[config.mk]
export PLATFORM = sky130hd
export DESIGN_NAME = ydemux2_dispatch
export DESIGN_NICKNAME = d
export VERILOG_FILES = /design/src/rtl/ydemux2_dispatch_pkg.sv /design/src/rtl/ydemux2_dispatch_fifo2.sv /design/src/rtl/ydemux2_dispatch.sv
export SDC_FILE = /design/constraint.sdc
export NUM_CORES = 1
export LEC_CHECK = 0
export ABC_AREA = 1
export CAP_MARGIN = 20
export CORE_UTILIZATION = 47
export CTS_CLUSTER_SIZE = 25
export DETAILED_ROUTE_END_ITERATION = 10
export GPL_TIMING_DRIVEN = 0
export PLACE_DENSITY = 0.77
export SYNTH_ARGS = -nofsm -noshare
export SYNTH_HDL_FRONTEND = slang
export SYNTH_SLANG_ARGS = --single-unit
[constraint.sdc]
create_clock -name clk -period 1.56 [get_ports clk]
set_clock_uncertainty 0.1 [all_clocks]
set_input_delay 0.156 -clock clk [delete_from_list [all_inputs] [get_ports clk]]
set_output_delay 0.156 -clock clk [all_outputs]
set_load 0.05 [all_outputs]
[src/rtl/ydemux2_dispatch_pkg.sv]
// Shared defaults and FIFO occupancy encoding for the 1:2 dispatch demux.
package ydemux2_dispatch_pkg;

    localparam int WIDTH_DEF = 32;
    localparam int CNTW_DEF  = 8;

    typedef enum logic [1:0] {
        FIFO_EMPTY = 2'b00,
        FIFO_ONE   = 2'b01,
        FIFO_FULL  = 2'b10
    } fifo_state_e;

endpackage

[src/rtl/ydemux2_dispatch_fifo2.sv]
// Two-entry FIFO with a registered head word; head is what the consumer sees.
module ydemux_fifo2
    import ydemux2_dispatch_pkg::*;
#(
    parameter int WIDTH = WIDTH_DEF
) (
    input  logic             clk,
    input  logic             rst_n,
    input  logic             push,
    input  logic             pop,
    input  logic [WIDTH-1:0] din,
    output logic             full,
    output logic             valid,
    output logic [WIDTH-1:0] head
);

    fifo_state_e      state_q, state_d;
    logic [WIDTH-1:0] head_q, head_d;
    logic [WIDTH-1:0] tail_q, tail_d;
    logic             do_push, do_pop;

    always_comb begin
        state_d = state_q;
        head_d  = head_q;
        tail_d  = tail_q;
        // Guards keep the state legal even if a caller ignores full/valid.
        do_push = push & (state_q != FIFO_FULL);
        do_pop  = pop & (state_q != FIFO_EMPTY);
        case (state_q)
            FIFO_EMPTY: begin
                if (do_push) begin
                    head_d  = din;
                    state_d = FIFO_ONE;
                end
            end
            FIFO_ONE: begin
                case ({do_push, do_pop})
                    2'b10: begin
                        tail_d  = din;
                        state_d = FIFO_FULL;
                    end
                    2'b01: state_d = FIFO_EMPTY;
                    2'b11: head_d = din;
                    default: ;
                endcase
            end
            FIFO_FULL: begin
                if (do_pop) begin
                    head_d  = tail_q;
                    state_d = FIFO_ONE;
                end
            end
            default: state_d = FIFO_EMPTY;
        endcase
    end

    always_ff @(posedge clk or negedge rst_n) begin
        if (!rst_n) begin
            state_q <= FIFO_EMPTY;
            head_q  <= '0;
            tail_q  <= '0;
        end else begin
            state_q <= state_d;
            head_q  <= head_d;
            tail_q  <= tail_d;
        end
    end

    assign full  = (state_q == FIFO_FULL);
    assign valid = (state_q != FIFO_EMPTY);
    assign head  = head_q;

endmodule

[src/rtl/ydemux2_dispatch.sv]
// 1:2 demux: steers each input word to one of two buffered output ports by in_sel.
module ydemux2_dispatch
    import ydemux2_dispatch_pkg::*;
#(
    parameter int WIDTH = WIDTH_DEF,
    parameter int CNTW  = CNTW_DEF
) (
    input  logic             clk,
    input  logic             rst_n,
    input  logic             in_valid,
    output logic             in_ready,
    input  logic [WIDTH-1:0] in_data,
    input  logic             in_sel,
    output logic             out0_valid,
    input  logic             out0_ready,
    output logic [WIDTH-1:0] out0_data,
    output logic             out1_valid,
    input  logic             out1_ready,
    output logic [WIDTH-1:0] out1_data,
    output logic [CNTW-1:0]  cnt0,
    output logic [CNTW-1:0]  cnt1
);

    logic            full0, full1;
    logic            push0, push1;
    logic [CNTW-1:0] cnt0_q, cnt0_d;
    logic [CNTW-1:0] cnt1_q, cnt1_d;

    // Ready depends only on the target FIFO's fullness, never on consumer ready.
    assign in_ready = in_sel ? ~full1 : ~full0;
    assign push0    = in_valid & in_ready & ~in_sel;
    assign push1    = in_valid & in_ready & in_sel;

    ydemux_fifo2 #(.WIDTH(WIDTH)) u_fifo0 (
        .clk   (clk),
        .rst_n (rst_n),
        .push  (push0),
        .pop   (out0_valid & out0_ready),
        .din   (in_data),
        .full  (full0),
        .valid (out0_valid),
        .head  (out0_data)
    );

    ydemux_fifo2 #(.WIDTH(WIDTH)) u_fifo1 (
        .clk   (clk),
        .rst_n (rst_n),
        .push  (push1),
        .pop   (out1_valid & out1_ready),
        .din   (in_data),
        .full  (full1),
        .valid (out1_valid),
        .head  (out1_data)
    );

    always_comb begin
        cnt0_d = cnt0_q + CNTW'(push0);
        cnt1_d = cnt1_q + CNTW'(push1);
    end

    always_ff @(posedge clk or negedge rst_n) begin
        if (!rst_n) begin
            cnt0_q <= '0;
            cnt1_q <= '0;
        end else begin
            cnt0_q <= cnt0_d;
            cnt1_q <= cnt1_d;
        end
    end

    assign cnt0 = cnt0_q;
    assign cnt1 = cnt1_q;

endmodule

==> results.sh, run 1 <==
export IMPL_drt_wl_total_mm=22.5
export IMPL_synth_top_area_share_pct=58.1
export IMPL_area_growth_pct=59.5
export IMPL_slew_headroom_pct=43.5
export IMPL_synthFlopType="dfrtp_1"
export IMPL_chipHeight_um=118
export IMPL_slowest_stage="dfrtp_1"
export IMPL_rr_startpoint="u_fifo1.state_q[0]"
export IMPL_multi_input_area_um2=3250
export IMPL_seq_area_frac_synth_pct=58.1
export IMPL_antenna_cells=0
export IMPL_grt_max_degree=89
export IMPL_crit_top_cell="buf_6"
export IMPL_p_sw_mw=10.9
export IMPL_r2r_end="u_fifo1.tail_q[20]"
export IMPL_cp_startpoint="u_fifo1.state_q[0]"
export IMPL_ff2ff_path_depth=10
export IMPL_fmax_mhz=536
export IMPL_clockRootBuffer="clkbuf_16"
export IMPL_route_detailed_drc=2
export IMPL_grt_pass1_wl_mm=28.4
export IMPL_worstMarginPinSlew_ns=0.848
export IMPL_nFillCells=776
export IMPL_fp_dieW_um=118
export IMPL_synthArstFlopShare_pct=100
export IMPL_wl_per_cell_um=21.3
export IMPL_placed_cell_area_um2=7900
export IMPL_status="finished, violations left"
export IMPL_rsz0062_at_grt="yes"
export IMPL_crit_family="buffers and inverters"
export IMPL_p_int_mw=12.3
export IMPL_timing_final_crit_share_pct=120
export IMPL_clock_sinks=148
export IMPL_synth_edf_count=0
export IMPL_slew_violations=0
export IMPL_path_depth=10
export IMPL_first_pass_iters=8
export IMPL_die_area_um2=14000
export IMPL_worstSetupEndpoint="u_fifo1.tail_q[20]"
export IMPL_p_seq_share_pct=31.8
export IMPL_slowest_delay_ns=0.39
export IMPL_place_ws_ns=-0.564
export IMPL_finalHoldViolCount=0
export IMPL_postLayoutCellArea_um2=10200
export IMPL_globalRouteTotalUtil_pct=26.1
export IMPL_avgSynthCellArea_um2=9.41
export IMPL_ys_ff_latch=148
export IMPL_crit_chain="inv_2, nand2_4, nand3_4, inv_4, buf_6, nand4_1, buf_6, buf_6, nand2_1, o21ai_2"
export IMPL_grt_pass1_vias=5623
export IMPL_drive_gt1_share_pct=49.8
export IMPL_critical_path_class="flop to flop"
export IMPL_pwr_share_clk_pct=18.9
export IMPL_start_kind="flop"
export IMPL_drt_iter0_drc=501
export IMPL_syn_area_um2=6370
export IMPL_sw_frac_of_total_pct=46.8
export IMPL_min_period_ns=1.87
export IMPL_syn_inst=677
export IMPL_vias_per_cell=5.79
export IMPL_yosys_area_top_type="dfrtp_1"
export IMPL_path_buf_inv=5
export IMPL_cts_clk_slew_worst_paths_ns=0.06
export IMPL_ant_nets=0
export IMPL_rrSetupSlack_ns=-0.31
export IMPL_cts_tree="done"
export IMPL_power_density_nw_per_um2=2280
export IMPL_ir_drop_mv=1.20
export IMPL_pwr_share_comb_pct=49.3
export IMPL_end_kind="flop"
export IMPL_finalSetupViolations=146
export IMPL_violations="design-rule violations, negative setup slack"
export IMPL_coreArea_um2=13200
export IMPL_hp_class="input pin to flop"
export IMPL_crit_required_ns=1.77
export IMPL_initial_core_util_pct=48.1
export IMPL_fp_row_count=42
export IMPL_io_pins=121
export IMPL_cp_max_fo=10
export IMPL_ys_top_cells_by_area="dfrtp_1 (58%), nand2_1 (10%), o21ai_0 (8.6%), a21oi_2 (3.8%), o21ai_1 (3.5%)"
export IMPL_numCtsBuffers=17
export IMPL_ys_types=25
export IMPL_antenna_found_initial=0
export IMPL_io_buffers=120
export IMPL_vias=6098
export IMPL_place_hpwl_mm=11.4
export IMPL_cts_max_path_buffers=2
export IMPL_yosysWarnings=0
export IMPL_grt_ovfl_total=0
export IMPL_syn_nets=719
export IMPL_fin_hold_ws_ns=0.260
export IMPL_final_util_pct=76.7
export IMPL_leakagePower_nw=4.72
export IMPL_clk_latency_ns=0.43
export IMPL_gp_congestion=0.847
export IMPL_layout_setup_ws_ns=-0.307
export IMPL_fin_nets=906
export IMPL_regArea_um2=3710
export IMPL_cts_htree_levels=4
export IMPL_max_cap_violations=0
export IMPL_arrival_ns=2.08
## through the flow
step / instances / setup TNS [ns] / total power [mW]
floorplan: 677 / -3.31 / 12.7
global placement: 973 / -828.82 / 15.5
detailed placement: 974 / -53.17 / 15.8
CTS: 1028 / -2.58 / 20.5
global route: 1053 / -30.38 / 24.0
finish: 1053 / -24.29 / 23.2
## cell usage after synthesis, types with 3 or more instances
| cell type | instances |
|---|---|
| dfrtp_1 | 148 |
| o21ai_2 | 11 |
| buf_6 | 10 |
| xnor2_1 | 4 |
| a21oi_2 | 28 |
| o21ai_0 | 110 |
| ha_1 | 4 |
| buf_4 | 8 |
| nand3_1 | 8 |
| inv_1 | 45 |
| nand2_2 | 3 |
| nand2_1 | 172 |
| buf_2 | 13 |
| a21oi_1 | 5 |
| o21ai_1 | 44 |
| nor2_1 | 36 |
| clkbuf_1 | 8 |
| xor2_1 | 9 |
## cells in the final DEF (no fill, tap or decap), types with 4 or more instances in the layout
| cell type | Yosys | routed |
|---|---|---|
| dfrtp_1 | 148 | 145 |
| nand2_1 | 172 | 93 |
| o21ai_2 | 11 | 63 |
| o21ai_0 | 110 | 55 |
| clkbuf_2 | 1 | 52 |
| o21ai_1 | 44 | 44 |
| nand2_4 | 0 | 42 |
| inv_1 | 45 | 41 |
| nand2_2 | 3 | 39 |
| clkdlybuf4s50_1 | 0 | 36 |
| a21oi_2 | 28 | 32 |
| clkbuf_16 | 0 | 29 |
| nor2_4 | 0 | 20 |
| buf_4 | 8 | 20 |
| clkdlybuf4s15_2 | 0 | 20 |
| buf_6 | 10 | 19 |
| nor2_2 | 0 | 16 |
| buf_12 | 0 | 15 |
| buf_8 | 0 | 11 |
| buf_2 | 13 | 9 |
| xor2_1 | 9 | 8 |
| nand3_4 | 1 | 7 |
| clkdlybuf4s15_1 | 0 | 6 |
| clkinv_2 | 0 | 5 |
| ha_4 | 0 | 4 |
| bufinv_16 | 0 | 4 |
## worst min-delay path by stage
stage / start / endpoint / slack (ns) / cells after the start
6_report: out1_ready / u_fifo1.state_q[1] / 0.26 / 2
5_1_grt: out1_ready / u_fifo1.state_q[1] / 0.27 / 2
4_1_cts: in_data[22] / u_fifo1.tail_q[22] / 0.25 / 3
3_5_place_dp: rst_n / u_fifo1.head[16] / 0.19 / 1
3_3_place_gp: cnt0[7] / cnt0[7] / 0.35 / 1
2_1_floorplan: rst_n / cnt0[0] / -0.24 / 0
## cell type report
type,count,share of cell area [%]
plain buffers,39,4.96
clock buffers,18,4.32
clock inverters,14,1.82
inverters,47,1.84
multi-input cells,443,32.0
flip-flops and latches,148,36.5
well taps,176,2.17
repair buffers,168,16.4
## registers in the layout, indices dropped and copies added, names as in the netlist
register and cells:
u_fifo1.tail_q 32, u_fifo0.head 32, cnt1 8, u_fifo1.head 32, u_fifo0.tail_q 32, cnt0 8, u_fifo0.state_q 2, u_fifo1.state_q 2
## layer usage
metal	wire, um	track usage (%)	vias to the layer above
met3	1660	4.58	99
met1	8420	32.3	3013
met5	0	0	-
met2	11300	44.7	388
li1	-	-	2598
met4	1090	12.1	0
## logic make-up (layout without fill, tap and decap cells)
family | Yosys count | after routing | share of synthesized area [%]
compound gates | 199 | 199 | 18.1
buf+inv | 87 | 286 | 7.05
fa+ha+maj | 4 | 4 | 0.786
xor+xnor | 13 | 13 | 1.79
simple gates | 226 | 227 | 14.1
flops | 148 | 148 | 58.1
## timing repair
item                                    in CTS  in global routing
endpoints found under the setup margin     217                195
pin swaps                                   11                  7
hold endpoints to repair                    87                  0
resized for setup                          265                402
setup buffers                               18                 15
hold buffers                                 1                  0
gates cloned                                 3                 13
## power by group through the flow
| stage | logic [mW] | clock network, mW | registers, mW |
|---|---|---|---|
| final | 11.4 | 4.38 | 7.38 |
| after detailed placement | 9.13 | 0 | 6.72 |
| after global routing | 11.9 | 4.57 | 7.51 |
| after floorplan | 2.77 | 0 | 9.88 |
| after CTS | 9.44 | 4.31 | 6.72 |
| after global placement | 8.87 | 0 | 6.61 |
Power figures use the tool's default switching activity.
==> run 2, diff against run 1 <==
Settings changed: CORE_MARGIN set to 4, RECOVER_POWER set to 25.
==> run 2 against run 1 <==
The run ends with negative setup slack left. Final area decreased by 0.69%. Die area increased by 10%. Worst hold slack improved by 0.014 ns. Critical endpoint is now u_fifo1.head[24]. Largest cell class unchanged.
==> results.sh, run 2 (synthesis results as in run 1) <==
export IMPL_hp_class="input pin to flop"
export IMPL_initial_core_util_pct=48.1
export IMPL_violations="negative setup slack"
export IMPL_place_hpwl_mm=11.5
export IMPL_fin_hold_ws_ns=0.274
export IMPL_antenna_found_initial=0
export IMPL_io_pins=121
export IMPL_grt_pass1_wl_mm=28.9
export IMPL_coreArea_um2=13200
export IMPL_status="finished, violations left"
export IMPL_worstMarginPinSlew_ns=0.947
export IMPL_wl_met3_mm=1.41
export IMPL_wl_per_cell_um=21.2
export IMPL_end_kind="flop"
export IMPL_crit_chain="buf_6, inv_8, nand2_4, nand2_4, o21ai_4, a21oi_4, buf_12, buf_12, nor2_4, a21oi_2"
export IMPL_layout_commonest_cell="dfrtp_1"
export IMPL_power_density_nw_per_um2=2270
export IMPL_ir_drop_mv=1.20
export IMPL_grt_pass1_vias=5766
export IMPL_final_cell_mix="dfrtp_1 (146), nand2_1 (110), o21ai_0 (61)"
export IMPL_layout_setup_ws_ns=-0.233
export IMPL_fin_nets=911
export IMPL_path_buf_inv=4
export IMPL_timing_final_crit_share_pct=115
export IMPL_dr_wl_met2_mm=11.6
export IMPL_drt_iter0_drc=645
export IMPL_leakagePower_nw=4.69
export IMPL_slowest_stage="dfrtp_1"
export IMPL_route_detailed_drc=0
export IMPL_rsz0062_at_grt="yes"
export IMPL_cts_clk_slew_worst_paths_ns=0.06
export IMPL_drt_wl_total_mm=22.4
export IMPL_clk_latency_ns=0.42
export IMPL_multi_input_area_um2=3090
export IMPL_cp_max_fo=6
export IMPL_die_area_um2=15500
export IMPL_area_growth_pct=58.4
export IMPL_power_mw=22.8
export IMPL_io_buffers=120
export IMPL_start_kind="flop"
export IMPL_numCtsBuffers=17
export IMPL_met1Wirelength_mm=8.18
export IMPL_crit_family="buffers and inverters"
export IMPL_slew_headroom_pct=36.8
export IMPL_cts_max_path_buffers=2
export IMPL_vias=6026
export IMPL_chipHeight_um=124
export IMPL_finalSetupViolations=144
export IMPL_max_cap_violations=0
export IMPL_slowest_delay_ns=0.43
export IMPL_cts_tree="done"
export IMPL_topRoutingLayerUsed="met4"
export IMPL_vias_per_cell=5.70
export IMPL_fp_row_count=42
export IMPL_critical_path_class="flop to flop"
export IMPL_clock_sinks=148
export IMPL_nFillCells=852
export IMPL_slew_violations=0
export IMPL_clockRootBuffer="clkbuf_16"
export IMPL_drive_gt1_share_pct=45.6
export IMPL_crit_required_ns=1.80
export IMPL_cts_htree_levels=4
export IMPL_fmax_mhz=558
export IMPL_grt_max_degree=83
export IMPL_grt_ovfl_total=0
export IMPL_regArea_um2=3710
export IMPL_min_period_ns=1.79
export IMPL_fp_dieW_um=124
export IMPL_globalRouteTotalUtil_pct=23.2
export IMPL_antenna_cells=0
export IMPL_ant_nets=0
export IMPL_finalHoldViolCount=0
export IMPL_arrival_ns=2.04
export IMPL_first_pass_iters=5
export IMPL_gp_congestion=0.804
==> run 2: per-layer routing <==
metal,track usage [%],vias up
li1,-,2601
met1,27.8,2953
met2,40.0,364
met3,4.72,108
met4,11.2,0
met5,0,-
==> run 2: cell type report <==
type	count	share of cell area, %
flip-flops and latches	148	36.7
multi-input cells	442	30.6
repair buffers	174	17.5
clock buffers	23	4.84
plain buffers	39	4.55
well taps	176	2.18
inverters	47	1.87
clock inverters	9	1.71
==> run 2: worst register-to-register path, cell delays in order (launching register included) <==
cell,delay [ns]
dfrtp_1,0.43
buf_6,0.15
inv_8,0.06
nand2_4,0.06
nand2_4,0.07
o21ai_4,0.08
a21oi_4,0.24
buf_12,0.20
buf_12,0.15
nor2_4,0.04
a21oi_2,0.14
==> run 2: path summary, 6_finish.rpt <==
check                      slack, ns                 end  cells after the start                from
hold reg to reg                 0.37             cnt1[7]                      1             cnt1[7]
min in group asynchronous       0.34     u_fifo1.head[2]                      2               rst_n
hold / removal                  0.27  u_fifo1.state_q[1]                      2          out1_ready
setup reg to reg               -0.23    u_fifo1.head[24]                     10  u_fifo1.state_q[1]
max in group asynchronous       0.11             cnt0[0]                      3               rst_n
setup / recovery               -0.23    u_fifo1.head[24]                     10  u_fifo1.state_q[1]
==> run 2: timing repair <==
action,in CTS,in global routing
hold endpoints to repair,66,0
hold buffers,1,0
pin swaps,12,12
setup endpoints to repair,204,176
resized for setup,276,332
setup buffers,22,17
cloned,1,12
==> run 2: power breakdown <==
part / internal (mW) / total, mW / switching [mW]
clock: 3.00 / 4.59 / 1.59
sequential: 5.61 / 7.27 / 1.65
combinational: 3.83 / 11.0 / 7.17
total: 12.4 / 22.8 / 10.4
==> run 2: through the flow <==
stage                     setup TNS [ns]  instances  utilization, %  setup slack (ns)  area [um2]
after global placement           -828.61        973            59.5             -5.83        7870
after detailed placement          -50.43        974            59.7            -0.580        7900
after global routing              -29.69       1058            76.2            -0.287       10100
after CTS                         -0.699       1030            68.1            -0.183        9020
after floorplan                    -3.31        677               -            -0.104        6450
final                             -19.37       1058            76.2            -0.233       10100
==> run 3, diff against run 2 <==
Settings changed: CAP_MARGIN 20 to 10.
==> results of run 3 <==
The final DEF is identical to that of run 2; final timing and power are the same.
==> RTL edit 1: new RTL, settings of run 3 <==
The 3 states of `fifo_state_e` get a one-hot encoding in 3 bits.
--- a/src/rtl/ydemux2_dispatch_pkg.sv
+++ b/src/rtl/ydemux2_dispatch_pkg.sv
@@ -4,10 +4,10 @@
     localparam int WIDTH_DEF = 32;
     localparam int CNTW_DEF  = 8;
 
-    typedef enum logic [1:0] {
-        FIFO_EMPTY = 2'b00,
-        FIFO_ONE   = 2'b01,
-        FIFO_FULL  = 2'b10
+    typedef enum logic [2:0] {
+        FIFO_EMPTY = 3'b001,
+        FIFO_ONE   = 3'b010,
+        FIFO_FULL  = 3'b100
     } fifo_state_e;
 
 endpackage
Behaviour: no difference found for any inputs over 4 cycles, from zero or initial values and one cycle with rst_n low; so few cycles prove little.
==> RTL edit 1 against run 3 <==
- the flow still finishes with violations (setup timing)
- register-to-register slack got worse by 0.25 ns
- utilization fell by 1.6 points
- first-iteration DRC count fell by 0.78%
- cell area rose by 2.2%
- wire length fell by 0.33%
- count of clock-buffer cells in the layout rose by 2
- area after synthesis rose by 3.8%
- total power rose by 9.1%
- setup slack got worse by 0.25 ns
- sequential cell count rose by 2
- critical path type is now reg2out
- largest cell class unchanged
==> RTL edit 1: results (changes against run 3) <==
Status
  – Status: finished, violations left (unchanged)
  – Failing checks: setup timing (unchanged)

Worst setup path
  – CP max stage cell: dfstp_2 (was dfrtp_1)
  – Cell family with most CP delay: flip-flops (was buffers and inverters)
  – Worst path max stage delay: 0.53 ns (was 0.43 ns)
  – Worst r2r dst: u_fifo1.head[5]$_DFFE_PN0P_ (was u_fifo1.head[24]$_DFFE_PN0P_)
  – Reg2Reg Setup Slack: -0.48 ns (was -0.23 ns)
  – Crit path max fanout: 2 (was 6)
  – Critical R2R Launch: u_fifo1.state_q[0]$_DFFE_PN1P_ (was u_fifo1.state_q[1]$_DFFE_PN0P_)
  – Arrival time at the worst endpoint: 1.79 ns (was 2.04 ns)

Route
  – Vias per cell: 5.75 (was 5.70)
  – DR pass1 iterations: 6 (was 5)
  – WL met2: 11100 um (was 11600 um)
  – Wire per inst: 19.3 um (was 21.2 um)
  – Metal-1 WL: 8790 um (was 8180 um)
  – Drt initial violations: 640 (was 645)
  – Met3 wire len: 1650 um (was 1410 um)

Logic synthesis
  – Synth cell types: 27 (was 25)
  – Top cells by count, synth: nand2_1, dfrtp_1, o21ai_1 (was nand2_1, dfrtp_1, o21ai_0)
  – Mapped Nets: 812 (was 719)
  – Synth area leaders: dfrtp_1, nand2_1, o21ai_1, nand3_1, nand4_1 (was dfrtp_1, nand2_1, o21ai_0, a21oi_2, o21ai_1)
  – Seq/Total Area, Yosys: 56.8% (was 58.1%)
  – Mean Syn Cell Area: 8.58 um2 (was 9.41 um2)

Layout
  – Final nets: 1007 (was 911)
  – Share of cells above drive strength 1: 41.3% (was 45.6%)

Global route
  – Vias in the first global route: 6480 (was 5766)
  – All-Layer GR Usage: 25.9% (was 23.2%)
  – Largest net degree at the start of global routing: 79 (was 83)
  – First-pass GRT wire length: 33000 um (was 28900 um)

Place
  – GP Congestion: 0.824 (was 0.804)
  – Cell Area, Placed: 8230 um2 (was 7900 um2)
  – Dpl hpwl: 12000 um (was 11500 um)
  – Dpl cells: 1071 (was 974)

Timing
  – Setup_tns: -55.43 ns (was -19.37 ns)
  – Worst slew pin tran: 1.04 ns (was 0.947 ns)
  – Final worst slack: -0.486 ns (was -0.233 ns)
  – Setup violations, final: 152 (was 144)

Hold path
  – Hold path depth: 3 (was 2)
  – Worst hold start: in_data[28] (was out1_ready)

Clocking
  – Clock root buffer: clkbuf_16 (unchanged)

Pwr
  – Worst vdd ir: 1560 uV (was 1200 uV)
  – Pleak: 0.00501 uW (was 0.00469 uW)
## RTL edit 1: area by class of cell
| class | instances | area (um2) |
|---|---|---|
| repair buffers | 178 | 1690 |
| plain buffers | 47 | 497 |
| clock inverters | 7 | 138 |
| clock buffers | 25 | 526 |
| inverters | 51 | 201 |
| well taps | 180 | 225 |
| multi-input cells | 520 | 3270 |
| fillers | 909 | 3520 |
| flip-flops and latches | 150 | 3760 |
## RTL edit 1: worst max-delay path by stage
stage,to,cells after the start,from,slack [ns]
after floorplan,u_fifo1.head[10]$_DFFE_PN0P_,8,u_fifo1.state_q[0]$_DFFE_PN1P_,-0.46
after global placement,cnt1[6]$_DFF_PN0_,1,rst_n,-5.79
after detailed placement,in_ready,7,u_fifo1.state_q[0]$_DFFE_PN1P_,-1.11
after CTS,in_ready,7,u_fifo0.state_q[0]$_DFFE_PN1P_,-0.43
after global routing,u_fifo1.head[5]$_DFFE_PN0P_,10,u_fifo1.state_q[0]$_DFFE_PN1P_,-0.53
final,in_ready,7,u_fifo0.state_q[0]$_DFFE_PN1P_,-0.49
## RTL edit 1: cell families (layout without fill, tap and decap cells)
family,count (synthesis),count (layout),synth area share (%)
xor gates and xnor gates,12,12,1.59
AOI/OAI and AO/OA,137,137,10.7
buffers and inverters,100,308,6.61
and+or+nand+nor,367,367,23.5
DFF,150,150,56.8
adders and majority gates,4,4,0.757
## RTL edit 1: repair_timing
| action | CTS | global route |
|---|---|---|
| hold buffers | 1 | 0 |
| setup buffers | 32 | 14 |
| endpoints found under the setup margin | 227 | 198 |
| hold endpoints to repair | 71 | 0 |
| pin swaps | 14 | 24 |
| resized for setup | 363 | 229 |
| cloned | 11 | 2 |
## RTL edit 1: routing by layer
metal | vias up | GRT usage (%)
li1 | 2906 | -
met1 | 3263 | 33.7
met2 | 405 | 41.7
met3 | 85 | 5.52
met4 | 0 | 12.0
met5 | - | 0
## RTL edit 1: stage by stage
stage,hold WS [ns],util [%],setup WS [ns]
floorplan,-0.240,-,-0.464
CTS,0.256,71.6,-0.427
finish,0.269,74.5,-0.486
detailed placement,0.125,59.5,-1.11
global route,0.288,74.5,-0.530
global placement,0.356,59.3,-5.79
## RTL edit 1: report_power, final
part           total, uW  switching (uW)  internal (uW)
Sequential          7260            1540           5720
Combinational      13100            8550           4570
Clock               4560            1590           2970
## RTL edit 1: worst register-to-register path: cells and delay by family, from the launching register on
family	cells	cell delay, ns
compound gates	1	0.29
buf+inv	4	0.60
simple gates	5	0.44
flops	1	0.56
==> RTL edit 2: new RTL, config.mk and constraints of run 3 <==
Without the edit above. Change the package constant `CNTW_DEF` from 8 to 16.
--- a/src/rtl/ydemux2_dispatch_pkg.sv
+++ b/src/rtl/ydemux2_dispatch_pkg.sv
@@ -2,7 +2,7 @@
 package ydemux2_dispatch_pkg;
 
     localparam int WIDTH_DEF = 32;
-    localparam int CNTW_DEF  = 8;
+    localparam int CNTW_DEF  = 16;
 
     typedef enum logic [1:0] {
         FIFO_EMPTY = 2'b00,
Interface: changed (resized cnt0 and cnt1); port bits go from 121 to 137. No check against the original RTL was run, so the function may have changed too.
==> RTL edit 2 against run 3 <==
- the flow still finishes with violations (setup timing)
- cell area up 7.8%
- final cell count increased by 12%
- critical path depth decreased by 1
- non-clock buffer count rose by 25
- worst hold slack got worse by 0.017 ns
- total power down 0.16%
- sequential cell count increased by 16
- setup slack lost 0.069 ns
- wire length is 4.0% lower
- area after synthesis up 12%
==> RTL edit 2: results (changes against run 3) <==
Route
  – Vias per cell: 5.45 (was 5.70)
  – DR pass1 iterations: 5 (unchanged)
  – Wire per inst: 18.2 um (was 21.2 um)
  – Drt initial violations: 404 (was 645)

Layout
  – Ant. Diodes: 0 (unchanged)
  – Final nets: 1030 (was 911)
  – Share of cells above drive strength 1: 40.7% (was 45.6%)
  – Final Non-Filler Cells: 1185 (was 1058)

Hold path
  – Type of the worst min-delay path: in2reg (unchanged)

Timing
  – Setup violations, final: 158 (was 144)
  – Relative slew slack: 38.2% (was 36.8%)
  – Setup_tns: -18.73 ns (was -19.37 ns)
  – Final worst slack: -0.302 ns (was -0.233 ns)

Place
  – Dpl cells: 1091 (was 974)
  – GP Congestion: 0.858 (was 0.804)
  – Dpl hpwl: 12500 um (was 11500 um)
  – Port-buffer cells: 136 (was 120)
  – Cell Area, Placed: 8900 um2 (was 7900 um2)
  – Setup WS pre-CTS: -0.631 ns (was -0.580 ns)

Logic synthesis
  – Synth async-reset ratio: 100% (unchanged)
  – Synth area leaders: dfrtp_1, nand2_1, o21ai_0, o21ai_1, o21ai_2 (was dfrtp_1, nand2_1, o21ai_0, a21oi_2, o21ai_1)
  – Synth Warn #: 0 (unchanged)
  – Synth cell types: 27 (was 25)
  – Seq/Total Area, Yosys: 57.3% (was 58.1%)
  – Mean Syn Cell Area: 9.30 um2 (was 9.41 um2)
  – Mapped Nets: 812 (was 719)
  – Top cells by count, synth: nand2_1, dfrtp_1, o21ai_0 (unchanged)

Clocking
  – Clock root buffer: clkbuf_16 (unchanged)
  – CTS Buffer Depth: 2 (unchanged)
  – Skew-Pair Late Insertion Delay: 0.42 ns (about the same)
  – Clock-pin slew on the worst setup and hold paths: 0.06 ns (about the same)
  – Num CTS Buffers: 17 (unchanged)
  – H-tree Lvls: 4 (unchanged)

Global route
  – Initial antenna violation count: 0 (unchanged)
  – First-pass GRT wire length: 31300 um (was 28900 um)
  – Largest net degree at the start of global routing: 100 (was 83)
  – Vias in the first global route: 6017 (was 5766)
  – GRT met3 Usage: 4.59% (was 4.72%)
  – Met1 usage: 31.1% (was 27.8%)
  – Met2 Usage GRT: 35.0% (was 40.0%)
  – All-Layer GR Usage: 22.4% (was 23.2%)

Worst setup path
  – Crit path max fanout: 3 (was 6)
  – Arrival time at the worst endpoint: 2.10 ns (was 2.04 ns)

Status
  – Failing checks: setup timing (unchanged)
  – Status: finished, violations left (unchanged)

Pwr
  – Worst vdd ir: 1430 uV (was 1200 uV)
  – Pleak: 0.00527 uW (was 0.00469 uW)
[RTL edit 2: cell count changes in the layout (fill, tap and decap cells not counted), sizes merged, moves of 7 or more]
cell / delta
nand3: +9
buf: +10
xor2: +7
a21oi: -31
nand2: +56
o21ai: +32
inv: +7
clkdlybuf4s15: +20
nor2: -18
dfrtp: +16
[RTL edit 2: kinds of logic after synthesis]
group,after synthesis,synth area share [%]
buf+inv,95,7.25
simple gates,281,16.0
xor+xnor,26,3.18
flops,164,57.3
compound gates,200,15.5
fa+ha+maj,4,0.699
[RTL edit 2: where the power goes]
group          switching (uW)  internal, uW  leakage (uW)
logic                    7070          3860       0.00291
registers                1450          6030       0.00206
clock network            1650          2750      0.000300
total                   10200         12600       0.00527
[RTL edit 2: routing by layer]
metal,part of all wire [%],vias up,wire length [um]
met1,42,3171,8980
met2,50,260,10700
met4,3.3,0,703
met3,5.5,62,1190
li1,-,2960,-
met5,0,-,0
[RTL edit 2: worst paths after layout]
check	startpoint	to	slack [ns]	cells after the start
worst max-delay path	u_fifo0.state_q[1]$_DFFE_PN0P_	cnt0[11]$_DFF_PN0_	-0.30	9
worst min-delay path	in_data[1]	u_fifo0.tail_q[1]$_DFFE_PN0P_	0.26	3
worst max register to register	u_fifo0.state_q[1]$_DFFE_PN0P_	cnt0[11]$_DFF_PN0_	-0.30	9
worst min register to register	cnt1[15]$_DFF_PN0_	cnt1[15]$_DFF_PN0_	0.37	1
max in group asynchronous	rst_n	cnt1[0]$_DFF_PN0_	0.02	3
min in group asynchronous	rst_n	u_fifo0.head[3]$_DFFE_PN0P_	0.32	2
[RTL edit 2: repair_timing]
| action | in CTS | in global routing |
|---|---|---|
| gates resized for setup | 321 | 272 |
| gates cloned | 5 | 11 |
| pin swaps | 11 | 17 |
| setup endpoints to repair | 236 | 192 |
| setup buffers | 32 | 14 |
| hold endpoints to repair | 65 | 0 |
| hold buffers | 1 | 0 |
[RTL edit 2: cell type report]
class / instances / area [um2]
Buffer: 41 / 429
Clock buffer: 22 / 464
Clock inverter: 10 / 155
Fill cell: 984 / 3880
Inverter: 54 / 208
Multi-Input combinational cell: 513 / 3280
Sequential cell: 164 / 4110
Tap cell: 184 / 230
Timing Repair Buffer: 197 / 1990
[RTL edit 2: critical path, cell delays in order (launching register included)]
cell and delay [ns]:
dfrtp_2 0.45, nand2_4 0.11, nand3_4 0.11, inv_4 0.10
ha_4 0.16, nand3_4 0.08, inv_2 0.09, nand4_1 0.18
nor2_1 0.21, xor2_1 0.18
